File: src/rtl/uart_tx_fifo_pkg.sv
// Shared constants for the UART transmit FIFO: default sizing and the
// drain FSM state encoding used by uart_tx_fifo.
package uart_tx_fifo_pkg;

  localparam int DEF_DATA_BITS = 8;
  localparam int DEF_ADDR_BITS = 4;

  localparam logic [1:0] IDLE      = 2'd0;
  localparam logic [1:0] START     = 2'd1;
  localparam logic [1:0] WAIT_DONE = 2'd2;

endpackage

File: src/rtl/fifo_ram.sv
// Storage array for the transmit FIFO: one synchronous write port and one
// asynchronous read port, so the popped word is available in the pop cycle.
module fifo_ram
  import uart_tx_fifo_pkg::*;
#(
  parameter int DATA_BITS = DEF_DATA_BITS,
  parameter int ADDR_BITS = DEF_ADDR_BITS
) (
  input  logic                 clk,
  input  logic                 we,
  input  logic [ADDR_BITS-1:0] w_addr,
  input  logic [DATA_BITS-1:0] w_data,
  input  logic [ADDR_BITS-1:0] r_addr,
  output logic [DATA_BITS-1:0] r_data
);

  localparam int DEPTH = 2 ** ADDR_BITS;

  logic [DATA_BITS-1:0] mem [0:DEPTH-1];

  // Store the incoming word at the write pointer when a push is accepted.
  always_ff @(posedge clk) begin
    if (we) begin
      mem[w_addr] <= w_data;
    end
  end

  assign r_data = mem[r_addr];

endmodule

File: src/rtl/uart_tx_fifo.sv
// Transmit buffer between the CPU write port and the UART transmitter.
// CPU writes land in a 2**ADDR_BITS entry circular FIFO on each rising edge
// of wr; a drain FSM hands words to the transmitter via tx_start/tx_done.
// Define UART_TX_FIFO_OVERFLOW_EN to add a sticky overflow flag (with
// ovf_clr) that records pushes dropped because the FIFO was full.
module uart_tx_fifo
  import uart_tx_fifo_pkg::*;
#(
  parameter int DATA_BITS = DEF_DATA_BITS,
  parameter int ADDR_BITS = DEF_ADDR_BITS
) (
  input  logic                 clk,
  input  logic                 reset,
  input  logic [DATA_BITS-1:0] w_data,
  input  logic                 wr,
  input  logic                 tx_done,
  output logic [DATA_BITS-1:0] d_in,
  output logic                 tx_start,
  output logic                 tx_full,
  output logic                 tx_empty,
  output logic [ADDR_BITS:0]   count
`ifdef UART_TX_FIFO_OVERFLOW_EN
  ,
  input  logic                 ovf_clr,
  output logic                 overflow
`endif
);

  localparam logic [ADDR_BITS:0] DEPTH_CNT = {1'b1, {ADDR_BITS{1'b0}}};

  logic [ADDR_BITS-1:0] wr_ptr;
  logic [ADDR_BITS-1:0] rd_ptr;
  logic                 wr_prev;
  logic                 push_edge;
  logic                 push;
  logic                 pop;
  logic [ADDR_BITS:0]   count_next;
  logic [DATA_BITS-1:0] rd_word;
  logic [1:0]           state;
  logic [1:0]           state_next;
  logic                 start_next;

  fifo_ram #(
    .DATA_BITS(DATA_BITS),
    .ADDR_BITS(ADDR_BITS)
  ) u_ram (
    .clk    (clk),
    .we     (push),
    .w_addr (wr_ptr),
    .w_data (w_data),
    .r_addr (rd_ptr),
    .r_data (rd_word)
  );

  // Track wr even while reset is held, so a strobe already high at release is not seen as a new edge.
  always_ff @(posedge clk) begin
    wr_prev <= wr;
  end

  assign push_edge = wr & ~wr_prev;
  assign push      = push_edge & (~tx_full | pop);

  // Occupancy follows push/pop; a simultaneous push and pop leaves it unchanged.
  always_comb begin
    count_next = count;
    case ({push, pop})
      2'b10:   count_next = count + 1'b1;
      2'b01:   count_next = count - 1'b1;
      default: count_next = count;
    endcase
  end

  // Pointers wrap naturally at the address width; flags are registered from the next count.
  always_ff @(posedge clk) begin
    if (reset) begin
      wr_ptr   <= '0;
      rd_ptr   <= '0;
      count    <= '0;
      tx_full  <= 1'b0;
      tx_empty <= 1'b1;
    end else begin
      if (push) begin
        wr_ptr <= wr_ptr + 1'b1;
      end
      if (pop) begin
        rd_ptr <= rd_ptr + 1'b1;
      end
      count    <= count_next;
      tx_full  <= (count_next == DEPTH_CNT);
      tx_empty <= (count_next == '0);
    end
  end

  // The word for the transmitter is captured only at a pop and held for the whole frame.
  always_ff @(posedge clk) begin
    if (reset) begin
      d_in <= '0;
    end else if (pop) begin
      d_in <= rd_word;
    end
  end

  // Drain FSM state register; tx_start is registered alongside it.
  always_ff @(posedge clk) begin
    if (reset) begin
      state    <= IDLE;
      tx_start <= 1'b0;
    end else begin
      state    <= state_next;
      tx_start <= start_next;
    end
  end

  // Next-state logic: fetch when data is waiting, announce it once, then wait for the frame to end.
  always_comb begin
    state_next = state;
    case (state)
      IDLE:      if (!tx_empty) state_next = START;
      START:     state_next = WAIT_DONE;
      WAIT_DONE: if (tx_done) state_next = IDLE;
      default:   state_next = IDLE;
    endcase
  end

  // Output decode: pop leaving IDLE, and raise tx_start for the single cycle spent in START.
  always_comb begin
    pop        = (state == IDLE) && !tx_empty;
    start_next = (state_next == START);
  end

`ifdef UART_TX_FIFO_OVERFLOW_EN
  logic dropped;
  assign dropped = push_edge & tx_full & ~pop;

  // Sticky record of dropped pushes; a new drop wins over a clear in the same cycle.
  always_ff @(posedge clk) begin
    if (reset) begin
      overflow <= 1'b0;
    end else if (dropped) begin
      overflow <= 1'b1;
    end else if (ovf_clr) begin
      overflow <= 1'b0;
    end
  end
`endif

endmodule

File: config.mk
export PLATFORM = sky130hd
export DESIGN_NAME = uart_tx_fifo
export DESIGN_NICKNAME = d
export VERILOG_FILES = /design/src/rtl/uart_tx_fifo_pkg.sv /design/src/rtl/fifo_ram.sv /design/src/rtl/uart_tx_fifo.sv
export SDC_FILE = /design/constraint.sdc
export NUM_CORES = 1
export LEC_CHECK = 0
export ABC_CLOCK_PERIOD_IN_PS = 3570
export BUFFER_PORTS_ARGS = -buffer_cell sky130_fd_sc_hd__buf_2
export CORE_MARGIN = 10
export CORE_UTILIZATION = 61
export DETAILED_ROUTE_END_ITERATION = 16
export HOLD_SLACK_MARGIN = 0.05
export PLACE_DENSITY = 0.86
export SYNTH_ARGS = -nofsm -noshare
export SYNTH_HDL_FRONTEND = slang
export SYNTH_SLANG_ARGS = --single-unit
File: constraint.sdc
create_clock -name clk -period 3.57 [get_ports clk]
set_clock_uncertainty 0.15 [all_clocks]
set_input_delay 0.714 -clock clk [delete_from_list [all_inputs] [get_ports clk]]
set_output_delay 0.714 -clock clk [all_outputs]
set_load 0.01 [all_outputs]
==> impl_metrics.csv <==
group,metric,value,unit
worst_hold_path,min_path_cells,1,
grt,grt_pass1_vias,3457,
job,drv_cap,0,
place,place_congestion,0.798,
synth,synthCells,351,
synth,synth_most_common_cell,"edfxtp_1",
sta,rsz0062_at_grt,"false",
synth,ys_top_cells_by_area,"edfxtp_1, dfxtp_1, mux4_1",
sta,hold_viol,0,
floorplan,start_util,0.628,
place,dp_hpwl,7.41,mm
place,place_inst,500,
clocking,postCtsHoldBufs,0,
detailed_routing,first_pass_iters,6,
final_layout,nFillCells,575,
synth,synth-warning-count,0,
grt,track_usage,0.184,
final_layout,drive_gt1_frac,0.218,
synth,synth_top_area_cell,"edfxtp_1",
critical_path,reg2reg_depth,11,
critical_path,critical_path_class,"reg2reg",
floorplan,chipWidth,121,um
sta,fmax,0.327,GHz
sta,max-slew-margin-rel,0.449,
sta,post-route-min-period,3.06,ns
synth,ys.flop_type,"edfxtp_1",
grt,grt_max_degree,36,
floorplan,ios,28,
sta,fin_crit_sh,0.857,
synth,synthArstFlopShare,0,
floorplan,rows,36,
sta,setup_viol,0,
floorplan,die_area,14500,sq um
run_status,status,"complete, no violations",
sta,tns,0,ns
detailed_routing,drc,0,
final_layout,syn_to_final_growth,12.8,%
final_layout,seqCellArea,4390,sq um
floorplan,core,9820,sq um
synth,synth_cell_type_count,40,
clocking,post_cts_buffers,0,
final_layout,nets,406,
clocking,path_clk_slew,0.07,ns
place,io_buffers,27,
final_layout,multi_input_area,1640,sq um
synth,synthTopCellsByCount,"edfxtp_1, nor2_1, dfxtp_1",
detailed_routing,viasPerCell,6.40,
detailed_routing,wl_per_cell,24.0,um
detailed_routing,num_vias,3404,
synth,syn-num-nets,371,
critical_path,endpoint_kind,"flop",
final_layout,stdcell_count,532,
synth,synth_edf_count,128,
clocking,root_buffer,"clkbuf_8",
final_layout,finish.utilization,0.709,
clocking,cts_made_buffers,17,
synth,syn-mean-instance-area,17.6,sq um
synth,synth-seq-cells,155,
sta,tightestPinTransition,0.823,ns
power,pwr_density_cell,699,nW/um^2
critical_path,arrival,3.34,ns
detailed_routing,drt-initial-drc-count,463,
synth,synth_top_area_share,0.623,
critical_path,cp_max_fo,21,
synth,yosysSeqAreaShare,0.710,
clocking,cts-resized-gates,0,
clocking,tritoncts,"built",
detailed_routing,wirelength,12.7,mm
floorplan,die_h,121,um
clocking,cts_sinks,155,
worst_hold_path,min_path_type,"in2reg",
grt,antenna_found_initial,0,
critical_path,worstPathRequired,3.85,ns
sta,final_max_slew_viol_count,0,
critical_path,critPathLaunchType,"flop",
grt,grt_overflow,0,
synth,syn_area,6170,sq um
power,max-vdd-ir-drop,0.000375,V
final_layout,antenna_cells,0,
grt,grt_first_pass_wirelength,20.0,mm
clocking,clk-insertion-delay-late,0.53,ns
power,power.leakage,2.37,nW
power,totalPowerFinal,4.87,mW
clocking,cts.htree.levels,4,
clocking,ctsLongestPathBuffers,2,
detailed_routing,final_antenna_net_count,0,
[final cells by class]
| cell class | count | area share |
|---|---|---|
| flip-flops and latches | 155 | 0.630 |
| inverters | 6 | 0.00323 |
| multi-input cells | 172 | 0.236 |
| repair buffers | 34 | 0.0288 |
| clock buffers | 18 | 0.0600 |
| well taps | 133 | 0.0239 |
| clock inverters | 14 | 0.0185 |
[critical path: stages (launching register included)]
cell and delay [ns]:
dfxtp_1 0.32, or3_4 0.50, a21oi_2 0.19, inv_1 0.07, ha_1 0.27, xor2_1 0.19
ha_1 0.22, mux2_2 0.34, o21ai_0 0.14, nand3_1 0.11, xor2_1 0.22, and4bb_1 0.24
[cell usage in the layout (no fill, tap or decap), types with 4 or more instances in the layout]
cell type	n
nand2_1	12
nor2b_1	4
xor2_1	6
mux4_2	16
nor2_1	37
inv_1	6
edfxtp_1	128
mux4_1	16
a22oi_1	16
nor3_1	5
inv_6	7
ha_1	8
a21oi_1	22
nand2b_1	4
buf_2	27
xnor2_1	4
clkbuf_16	16
dfxtp_1	26
buf_4	6
[sequential cells by signal (all words and copies together), names as in the netlist]
| name | flops |
|---|---|
| wr_prev | 1 |
| tx_full | 1 |
| wr_ptr | 4 |
| tx_start | 1 |
| state | 2 |
| tx_empty | 1 |
| rd_ptr | 4 |
| count | 5 |
| u_ram.mem | 128 |
| d_in | 8 |
[through the flow]
step | instance area [sq um] | hold slack [ns] | setup slack [ns]
floorplan | 6170 | 0.335 | 0.595
global placement | 6420 | 0.315 | 0.607
detailed placement | 6420 | 0.338 | 0.516
CTS | 6960 | 0.132 | 0.524
global route | 6960 | 0.133 | 0.314
finish | 6960 | 0.153 | 0.509
[cell families (layout without fill, tap and decap cells)]
group	Yosys count	in the layout	share of synthesized area
flip-flops	155	155	0.710
AND/OR/NAND/NOR	71	71	0.0535
AO/OA/AOI/OAI	47	47	0.0489
multiplexers	36	36	0.133
buffers and inverters	24	72	0.0235
XOR/XNOR	10	10	0.0142
adder cells (fa/ha/maj)	8	8	0.0162
[final timing paths]
kind,startpoint,end,slack [ns]
max,tx_empty,tx_full,0.51
min,wr,wr_prev,0.15
max reg2reg,tx_empty,tx_full,0.51
min reg2reg,state[0],state[1],0.37
[power by group]
part | switching (mW) | total [mW] | internal, mW
Combinational | 0.564 | 1.05 | 0.482
Clock | 0.781 | 1.67 | 0.887
Sequential | 0.104 | 2.15 | 2.05
Total | 1.45 | 4.87 | 3.42
[routing by layer]
| layer | part of all wire | global-route usage |
|---|---|---|
| met4 | 0.034 | 0.105 |
| met3 | 0.098 | 0.0591 |
| met2 | 0.48 | 0.281 |
| met5 | 0 | 0 |
| met1 | 0.39 | 0.227 |
No activity file was read; power rests on OpenSTA's default activity.
